[config.mk]
export PLATFORM = sky130hd
export DESIGN_NAME = regfile_wb_arbiter
export DESIGN_NICKNAME = d
export VERILOG_FILES = /design/src/rtl/regfile_wb_arbiter_pkg.sv /design/src/rtl/wb_holding_slot.sv /design/src/rtl/regfile_wb_arbiter.sv
export SDC_FILE = /design/constraint.sdc
export NUM_CORES = 1
export LEC_CHECK = 0
export BUFFER_PORTS_ARGS = -buffer_cell sky130_fd_sc_hd__buf_4
export CORE_UTILIZATION = 42
export DETAILED_ROUTE_END_ITERATION = 8
export PLACE_DENSITY = 0.63
export RECOVER_POWER = 50
export SLEW_MARGIN = 20
export SYNTH_ARGS = -nofsm -noshare
export SYNTH_HDL_FRONTEND = slang
export SYNTH_SLANG_ARGS = --single-unit
[constraint.sdc]
create_clock -name clk -period 2.95 [get_ports clk]
set_input_delay 0.59 -clock clk [delete_from_list [all_inputs] [get_ports clk]]
set_output_delay 0.59 -clock clk [all_outputs]
set_load 0.01 [all_outputs]
[src/rtl/regfile_wb_arbiter_pkg.sv]
// Shared types and constants for the register-file write-back arbiter.
// Requester indices, slot payload layout, pending-counter type.
package regfile_wb_arbiter_pkg;

  localparam int REGISTER_DATA_BITS = 8;
  localparam int NUM_REGS = 16;

  localparam int WB_REQ_ALU = 0;
  localparam int WB_REQ_MEM = 1;

  typedef struct packed {
    logic [3:0]                    addr;
    logic [REGISTER_DATA_BITS-1:0] data;
  } wb_req_t;

  typedef logic [1:0] pend_cnt_t;

endpackage

[src/rtl/wb_holding_slot.sv]
// One-entry write-back holding slot: valid, age bit and payload.
// Load wins over drain; drain wins over age clear.
module wb_holding_slot
  import regfile_wb_arbiter_pkg::*;
#(
  parameter int DATA_BITS = REGISTER_DATA_BITS
) (
  input  logic                 clk,
  input  logic                 reset_n,
  input  logic                 load,
  input  logic                 drain,
  input  logic                 age_clr,
  input  logic                 age_in,
  input  logic [3:0]           addr_in,
  input  logic [DATA_BITS-1:0] data_in,
  output logic                 valid,
  output logic                 age,
  output logic [3:0]           addr,
  output logic [DATA_BITS-1:0] data
);

  // Slot state: refill takes priority so a granted slot can reload at once.
  always_ff @(posedge clk) begin
    if (!reset_n) begin
      valid <= 1'b0;
      age   <= 1'b0;
      addr  <= '0;
      data  <= '0;
    end else if (load) begin
      valid <= 1'b1;
      age   <= age_in;
      addr  <= addr_in;
      data  <= data_in;
    end else if (drain) begin
      valid <= 1'b0;
      age   <= 1'b0;
    end else if (age_clr) begin
      age   <= 1'b0;
    end
  end

endmodule

[src/rtl/regfile_wb_arbiter.sv]
// Shares the register-file write port between ALU and MEM write-back.
// Oldest-first arbitration, round-robin on ties, per-register pending mask.
module regfile_wb_arbiter
  import regfile_wb_arbiter_pkg::*;
#(
  parameter int DATA_BITS = REGISTER_DATA_BITS
) (
  input  logic                 clk,
  input  logic                 reset_n,
  input  logic                 alu_valid,
  input  logic [3:0]           alu_addr,
  input  logic [DATA_BITS-1:0] alu_data,
  output logic                 alu_ready,
  input  logic                 mem_valid,
  input  logic [3:0]           mem_addr,
  input  logic [DATA_BITS-1:0] mem_data,
  output logic                 mem_ready,
  output logic [3:0]           wr_addr,
  output logic                 wr_enable,
  output logic [DATA_BITS-1:0] wr_data,
  output logic [15:0]          pending_mask,
  output logic                 idle
);

  logic [1:0] req_valid;
  logic [1:0] ready;
  logic [1:0] acc;
  logic [1:0] gnt;
  logic [1:0] busy_nxt;
  logic [1:0] s_valid;
  logic [1:0] s_age;
  logic       tie;
  logic       rr_ptr;

  logic [1:0][3:0]           s_addr;
  logic [1:0][DATA_BITS-1:0] s_data;

  assign req_valid[WB_REQ_ALU] = alu_valid;
  assign req_valid[WB_REQ_MEM] = mem_valid;

  // Grant: lone slot wins, else older slot, else rr_ptr breaks the tie.
  always_comb begin
    gnt = 2'b00;
    tie = 1'b0;
    unique case (s_valid)
      2'b01: gnt = 2'b01;
      2'b10: gnt = 2'b10;
      2'b11: begin
        if (s_age[0] != s_age[1]) begin
          gnt = s_age[0] ? 2'b10 : 2'b01;
        end else begin
          tie = 1'b1;
          gnt = rr_ptr ? 2'b10 : 2'b01;
        end
      end
      default: gnt = 2'b00;
    endcase
  end

  assign ready    = ~s_valid | gnt;
  assign acc      = req_valid & ready;
  assign busy_nxt = acc | (s_valid & ~gnt);

  assign alu_ready = ready[WB_REQ_ALU];
  assign mem_ready = ready[WB_REQ_MEM];

  wb_holding_slot #(
    .DATA_BITS(DATA_BITS)
  ) u_slot_alu (
    .clk     (clk),
    .reset_n (reset_n),
    .load    (acc[WB_REQ_ALU]),
    .drain   (gnt[WB_REQ_ALU]),
    .age_clr (gnt[WB_REQ_MEM]),
    .age_in  (busy_nxt[WB_REQ_MEM]),
    .addr_in (alu_addr),
    .data_in (alu_data),
    .valid   (s_valid[WB_REQ_ALU]),
    .age     (s_age[WB_REQ_ALU]),
    .addr    (s_addr[WB_REQ_ALU]),
    .data    (s_data[WB_REQ_ALU])
  );

  wb_holding_slot #(
    .DATA_BITS(DATA_BITS)
  ) u_slot_mem (
    .clk     (clk),
    .reset_n (reset_n),
    .load    (acc[WB_REQ_MEM]),
    .drain   (gnt[WB_REQ_MEM]),
    .age_clr (gnt[WB_REQ_ALU]),
    .age_in  (busy_nxt[WB_REQ_ALU]),
    .addr_in (mem_addr),
    .data_in (mem_data),
    .valid   (s_valid[WB_REQ_MEM]),
    .age     (s_age[WB_REQ_MEM]),
    .addr    (s_addr[WB_REQ_MEM]),
    .data    (s_data[WB_REQ_MEM])
  );

  // Write-port register stage and tie pointer.
  always_ff @(posedge clk) begin
    if (!reset_n) begin
      wr_enable <= 1'b0;
      wr_addr   <= '0;
      wr_data   <= '0;
      rr_ptr    <= 1'b0;
    end else begin
      wr_enable <= |gnt;
      if (gnt[WB_REQ_ALU]) begin
        wr_addr <= s_addr[WB_REQ_ALU];
        wr_data <= s_data[WB_REQ_ALU];
      end else if (gnt[WB_REQ_MEM]) begin
        wr_addr <= s_addr[WB_REQ_MEM];
        wr_data <= s_data[WB_REQ_MEM];
      end
      if (tie) begin
        rr_ptr <= ~rr_ptr;
      end
    end
  end

  for (genvar i = 0; i < NUM_REGS; i++) begin : g_pend
    pend_cnt_t cnt;
    pend_cnt_t inc_a;
    pend_cnt_t inc_m;
    pend_cnt_t dec;

    assign inc_a = {1'b0, acc[WB_REQ_ALU] && (alu_addr == 4'(i))};
    assign inc_m = {1'b0, acc[WB_REQ_MEM] && (mem_addr == 4'(i))};
    assign dec   = {1'b0, wr_enable && (wr_addr == 4'(i))};

    // Outstanding writes to this register: accepts minus commits.
    always_ff @(posedge clk) begin
      if (!reset_n) begin
        cnt <= '0;
      end else begin
        cnt <= cnt + inc_a + inc_m - dec;
      end
    end

    assign pending_mask[i] = |cnt;
  end

  assign idle = !s_valid[WB_REQ_ALU] && !s_valid[WB_REQ_MEM] && !wr_enable;

endmodule

* Word level (Yosys, flattened, before mapping)
Cells that the tools add are included.
Storage, ports and cells: register bits 74, latch bits 0, bits in writable memories 0, ROM bits 0, input bits 28, output and inout port bits 32, logic and storage cells 228, memories kept 0
Cells by class: add/subtract/negate cells 48, multiply operators 0, div/mod/pow operators 0, magnitude comparators 0, eq/ne operators 49, shifts and indexed selects 0, multiplexer cells 18, bitwise logic cells 7, reduce and logical (&&, ||, !) cells 78
Operator list (count):
- 4-bit == test, second input constant | 24
- 2-bit by 1-bit adder with 2-bit output | 32
- 1-bit logical AND | 50
- 4-bit by 3-bit == test with 1-bit output, second input constant | 12
- 2-bit OR reduction | 17
- 2-bit by 1-bit subtractor with 2-bit output | 16
- 4-bit by 2-bit == test with 1-bit output, second input constant | 6
- 8-bit two-way mux | 2
- 4-bit by 1-bit == test with 1-bit output, second input constant | 3
- 4-bit logical NOT | 3
- 1-bit two-way mux | 10
- 4-bit two-way mux | 2
- 2-bit two-way mux | 3
- 2-bit case mux with 3 select lines | 1
- 2-bit nonzero test | 3
- 3-bit nonzero test | 2
- 2-bit AND | 2
- 2-bit == test, second input constant | 2
- 2-bit NOT | 2
- 2-bit bitwise OR | 2
- 1-bit logical NOT | 3
- 2-bit by 1-bit == test with 1-bit output, second input constant | 1
- 1-bit != test | 1
- 1-bit NOT | 1

* Longest topological paths before layout
depth after elaboration 9, gate-level depth with buffers 11, gate-level depth less buffers 10

* By module
A second synthesis with hierarchy kept.
Unflattened totals: cell total of the unflattened synthesis 460, area total of the unflattened synthesis 4304.1 µm²
By module, submodules not included:
- regfile_wb_arbiter | times used 1, cells each 368, area each 3243.1 µm²
- wb_holding_slot | times used 2, cells each 46, area each 530.5 µm²

* Worst setup path after synthesis
Ideal clock, no wire load.
kind input -> register, start point input port alu_valid, end point register g_pend[13].cnt[1], arrival 2.191 ns, setup slack 0.632 ns, stages 9, path buffers 2, cell sequence o31a_1 -> buf_2 -> buf_2 -> nand4_1 -> ha_1 -> fa_1 -> xnor2_1 -> xnor2_1 -> nor2_1
Between the ends: longest elaborated chain between the ends 5
RTL lines:
- start, declared | line regfile_wb_arbiter.sv:10 | input logic alu_valid,
- 2-bit AND | line regfile_wb_arbiter.sv:61 | assign acc = req_valid & ready;
- 1-bit logical AND | line regfile_wb_arbiter.sv:129 | assign inc_a = {1'b0, acc[WB_REQ_ALU] && (alu_addr == 4'(i))};
- 2-bit by 1-bit adder with 2-bit output (2 in series) | line regfile_wb_arbiter.sv:138 | cnt <= cnt + inc_a + inc_m - dec;
- 2-bit by 1-bit subtractor with 2-bit output | line regfile_wb_arbiter.sv:138
- end signal, assigned | line regfile_wb_arbiter.sv:138
- end, declared | line regfile_wb_arbiter.sv:124 | pend_cnt_t cnt;
No other way between the ends. A chain may end at the register's enable or synchronous reset.

* Worst setup path after layout
start point register u_slot_alu.age, end point register g_pend[3].cnt[1]
Between the ends: longest elaborated chain between the ends 9, elaborated cells on any way between the ends 11, those cells by class add/sub: 3; eq/ne: 1; mux: 3; bitwise: 2; reduce/logical: 2
RTL lines:
- start, declared | line wb_holding_slot.sv:17 | output logic age,
- start signal, assigned | line wb_holding_slot.sv:31 | age <= age_in;
- 2-bit two-way mux / 1-bit != test (equally long branches) | line regfile_wb_arbiter.sv:50, regfile_wb_arbiter.sv:49
- 2-bit two-way mux * | line regfile_wb_arbiter.sv:49 | if (s_age[0] != s_age[1]) begin
- 2-bit case mux with 3 select lines * | line regfile_wb_arbiter.sv:45 | unique case (s_valid)
- 2-bit bitwise OR * | line regfile_wb_arbiter.sv:60 | assign ready = ~s_valid | gnt;
- 2-bit AND * | line regfile_wb_arbiter.sv:61
- 1-bit logical AND | line regfile_wb_arbiter.sv:129
- 2-bit by 1-bit adder with 2-bit output | line regfile_wb_arbiter.sv:138
- 2-bit by 1-bit adder with 2-bit output * | line regfile_wb_arbiter.sv:138
- 2-bit by 1-bit subtractor with 2-bit output * | line regfile_wb_arbiter.sv:138
- end signal, assigned | line regfile_wb_arbiter.sv:138
- end, declared | line regfile_wb_arbiter.sv:124
Every way passes the cells marked *; elsewhere a longest branch is shown, timed or not.

==> out/results.tsv <==
stage	metric	value	unit
setup_path	path_common_cell	xnor2_1	
place	place_inst	654	
sta	fmax	394	MHz
yosys	ys_ff_latch	74	
setup_path	count_of_buffer_and_inverter_cells_on_the_critical_path	0	
drt	final_antenna_net_count	0	
sta	finalSetupViolations	0	
place	globalplace.congestion	0.885	
outcome	status	finished, final reports clean	
cells_and_area	final_cell_count_no_fill	668	
setup_path	path_max_fanout	15	
clock_network	h-tree-depth	3	
sta	unrepaired_setup_endpoints_after_global_routing	false	
setup_path	cp-start-kind	register	
sta	tightestPinTransition	1.09	ns
yosys	post_synth_edffs	0	
sta	report.final.slew_viol_count	0	
setup_path	wp_data_arrival	2.78	ns
pwr	power.switching	0.614	mW
yosys	synthesis.yosys.warnings	0	
floorplanning	design.die.area	10100	sq um
drt	drt-pass1-iter-count	4	
drt	route.detailed.vias_per_inst	5.24	
clock_network	cts_num_sinks	74	
setup_path	cp_slowest_cell	or2_2	
drt	dr.first_iter.drc_count	197	
cells_and_area	layout-drive-gt1-share	0.132	
grt	antenna_found_initial	0	
setup_path	timing.rr.end	g_pend[3].cnt[1]	
grt	gr-usage-all-layers	0.208	
grt	grt_pass1_vias	3279	
yosys	synth_cell_type_count	39	
yosys	ys.flop_type	dfxtp_1	
clock_network	cts_tree	done	
min_path	hp-class	in -> reg	
setup_path	cp-end-kind	register	
floorplanning	horizontal_die_dimension	100	um
yosys	proportion_of_synthesized_chip_area_in_sequential_cells	0.364	
setup_path	path_class	reg -> reg	
clock_network	post_cts_hold_buffer_count	0	
clock_network	number_of_buffers_inserted_during_clock_tree_synthesis	9	
setup_path	worstRegToRegCells	8	
job	drv.max_cap_violation_count	0	
floorplanning	num_io_pins	60	
sta	final_period_minus_worst_setup_slack	2.54	ns
cells_and_area	net_total_in_the_final_layout	596	
setup_path	crit_path_cell_trace	a21boi_0 -> or2_2 -> a21oi_1 -> nand4_1 -> fa_1 -> xnor2_1 -> xnor2_1 -> nor2_1	
sta	final_min_period_over_clock_period	0.860	
place	portBuffers	59	
floorplanning	core_region	9330	sq um
setup_path	crit_cells	8	
clock_network	post-cts-setup-buffer-count	0	
setup_path	worstSetupStartpoint	u_slot_alu.age	
grt	wire_length_of_the_first_global_routing_pass	16100	um
sta	maxSlewHeadroom	0.275	
drt	avgRoutedWirePerCell	14.7	um
yosys	synth.cell_area	4070	sq um
setup_path	worst-r2r-setup-slack	0.41	ns
setup_path	worstReg2RegStart	u_slot_alu.age	
grt	global_route.overflow_total	0	
sta	setup-tns-final	0	ns
drt	num_vias	3500	
pwr	irDropWorstVdd	0.271	mV
pwr	seq_power_share	0.468	
pwr	pwr-share-clk	0.399	
pwr	internal_power	1.73	mW
setup_path	crit_end	g_pend[3].cnt[1]	
pwr	power_frac_comb	0.133	
clock_network	cts.path.max_buffers	2	
yosys	synthesis.nets	547	
yosys	syn_avg_cell_area	8.36	sq um
setup_path	cpLargestDelayFamily	simple AND/OR/NAND/NOR gates	
cells_and_area	syn2layout_area_growth	15.9	%
place	placement.cell_area	4610	sq um
grt	pin_count_of_the_biggest_net_entering_global_routing	39	
pwr	power.share.switching	0.262	
drt	drcViolationCount	0	
floorplanning	floorplan.initialDensity	0.436	
yosys	postSynth.asyncResetShare	0	
pwr	power.density	498	nW/um^2
sta	final_hold_violation_count	0	
clock_network	post_cts_resize_count	0	
cells_and_area	number_of_inserted_diodes	0	
clock_network	clockRootBuffer	clkbuf_8	
setup_path	critPathMaxStageDelay	0.45	ns
floorplanning	rows	35	
clock_network	clock_transition_at_path_regs	0.08	ns
clock_network	worstSkewPairLatency	0.35	ns
yosys	synthCells	487	
place	post-dp-hpwl	7260	um
cells_and_area	fin_area	4720	sq um
sta	finalClockSkew	0.0127	ns
floorplanning	die-height	100	um
pwr	p_leak	1.88	nW
pwr	fin_total_pwr	2.35	mW
drt	drt-total-wl	9800	um
setup_path	worst_ep_required_time	3.19	ns
-- synth_stat cells, types with 3 or more instances --
master / number / area [sq um]
dfxtp_1: 74 / 1480
nand3_1: 62 / 310
nor2_1: 55 / 206
nand2_1: 40 / 150
xnor2_1: 24 / 210
o21ai_0: 21 / 105
inv_1: 19 / 71.3
or2_2: 17 / 106
fa_1: 16 / 320
ha_1: 16 / 200
a21oi_1: 15 / 75.1
clkbuf_1: 12 / 45.0
mux2i_1: 12 / 120
and2_1: 11 / 68.8
buf_2: 10 / 50.1
nor3_1: 10 / 50.1
o211ai_1: 10 / 75.1
xor2_1: 9 / 78.8
buf_1: 8 / 30.0
nor2b_1: 6 / 37.5
nand2b_1: 5 / 31.3
nand4_1: 5 / 31.3
o21ai_1: 5 / 25.0
nor4_1: 3 / 18.8
or3_1: 3 / 18.8
-- through the flow --
step / util / setup WS (ns) / hold WS (ns)
after floorplan: - / 0.632 / 0.442
after global placement: 0.495 / 0.486 / 0.458
after detailed placement: 0.495 / 0.442 / 0.461
after CTS: 0.519 / 0.484 / 0.451
after global routing: 0.506 / 0.235 / 0.467
final: 0.506 / 0.412 / 0.457
-- flip-flops by register name (all words and copies together) (netlist names) --
| register | count |
|---|---|
| u_slot_mem.age | 1 |
| u_slot_alu.addr | 4 |
| u_slot_alu.data | 8 |
| u_slot_alu.valid | 1 |
| u_slot_mem.addr | 4 |
| rr_ptr | 1 |
| wr_data | 8 |
| wr_addr | 4 |
| u_slot_alu.age | 1 |
| u_slot_mem.valid | 1 |
| u_slot_mem.data | 8 |
| g_pend.cnt | 32 |
| wr_enable | 1 |
-- final cells by class --
| type | instances | area (sq um) |
|---|---|---|
| Sequential cell | 74 | 1480 |
| Timing Repair Buffer | 70 | 403 |
| Fill cell | 960 | 4610 |
| Clock buffer | 9 | 124 |
| Clock inverter | 5 | 104 |
| Tap cell | 129 | 161 |
| Multi-Input combinational cell | 362 | 2370 |
| Inverter | 19 | 71.3 |
-- kinds of logic after synthesis --
family	share of synthesized area
compound gates	0.0858
buf+inv	0.0529
xor+xnor	0.0710
flops	0.364
fa+ha+maj	0.128
simple gates	0.269
mux	0.0295
-- power by group through the flow --
stage	Combinational (mW)	Sequential [mW]	Clock, mW
after floorplan	0.208	1.11	0
after global placement	0.331	1.12	0
after detailed placement	0.337	1.12	0
after CTS	0.339	1.10	0.959
after global routing	0.352	1.11	1.00
final	0.313	1.10	0.937
-- placed cells by master (no fill, tap or decap), drive strengths merged, types with 3 or more instances in the layout --
master	instances
a21oi	15
and2	11
buf	37
bufinv	3
clkbuf	42
dfxtp	74
fa	16
ha	16
inv	20
mux2i	12
nand2	40
nand2b	5
nand3	62
nand4	5
nor2	55
nor2b	6
nor3	10
nor4	3
o211ai	10
o21ai	26
or2	17
or3	3
xnor2	24
xor2	9
-- per-layer routing --
metal,track usage,wire length [um]
met4,0.0780,136
met1,0.304,4940
met2,0.305,4230
met3,0.0362,498
met5,0,0
-- how the worst min path moves through the flow --
| stage | cells after the start | from | end |
|---|---|---|---|
| 3_3_place_gp | 2 | u_slot_alu.data[6] | u_slot_alu.data[6] |
| 2_1_floorplan | 2 | u_slot_alu.data[2] | u_slot_alu.data[2] |
| 5_1_grt | 3 | alu_data[4] | u_slot_alu.data[4] |
| 3_5_place_dp | 2 | u_slot_alu.data[4] | u_slot_alu.data[4] |
| 6_report | 3 | alu_data[4] | u_slot_alu.data[4] |
| 4_1_cts | 3 | alu_data[4] | u_slot_alu.data[4] |
-- worst min-delay path: cells and delay by family --
kind                   cells  cell delay (ns)
AO/OA/AOI/OAI              1             0.06
buffers and inverters      1             0.08
AND/OR/NAND/NOR            1             0.05
(Power assumes the default switching activity.)
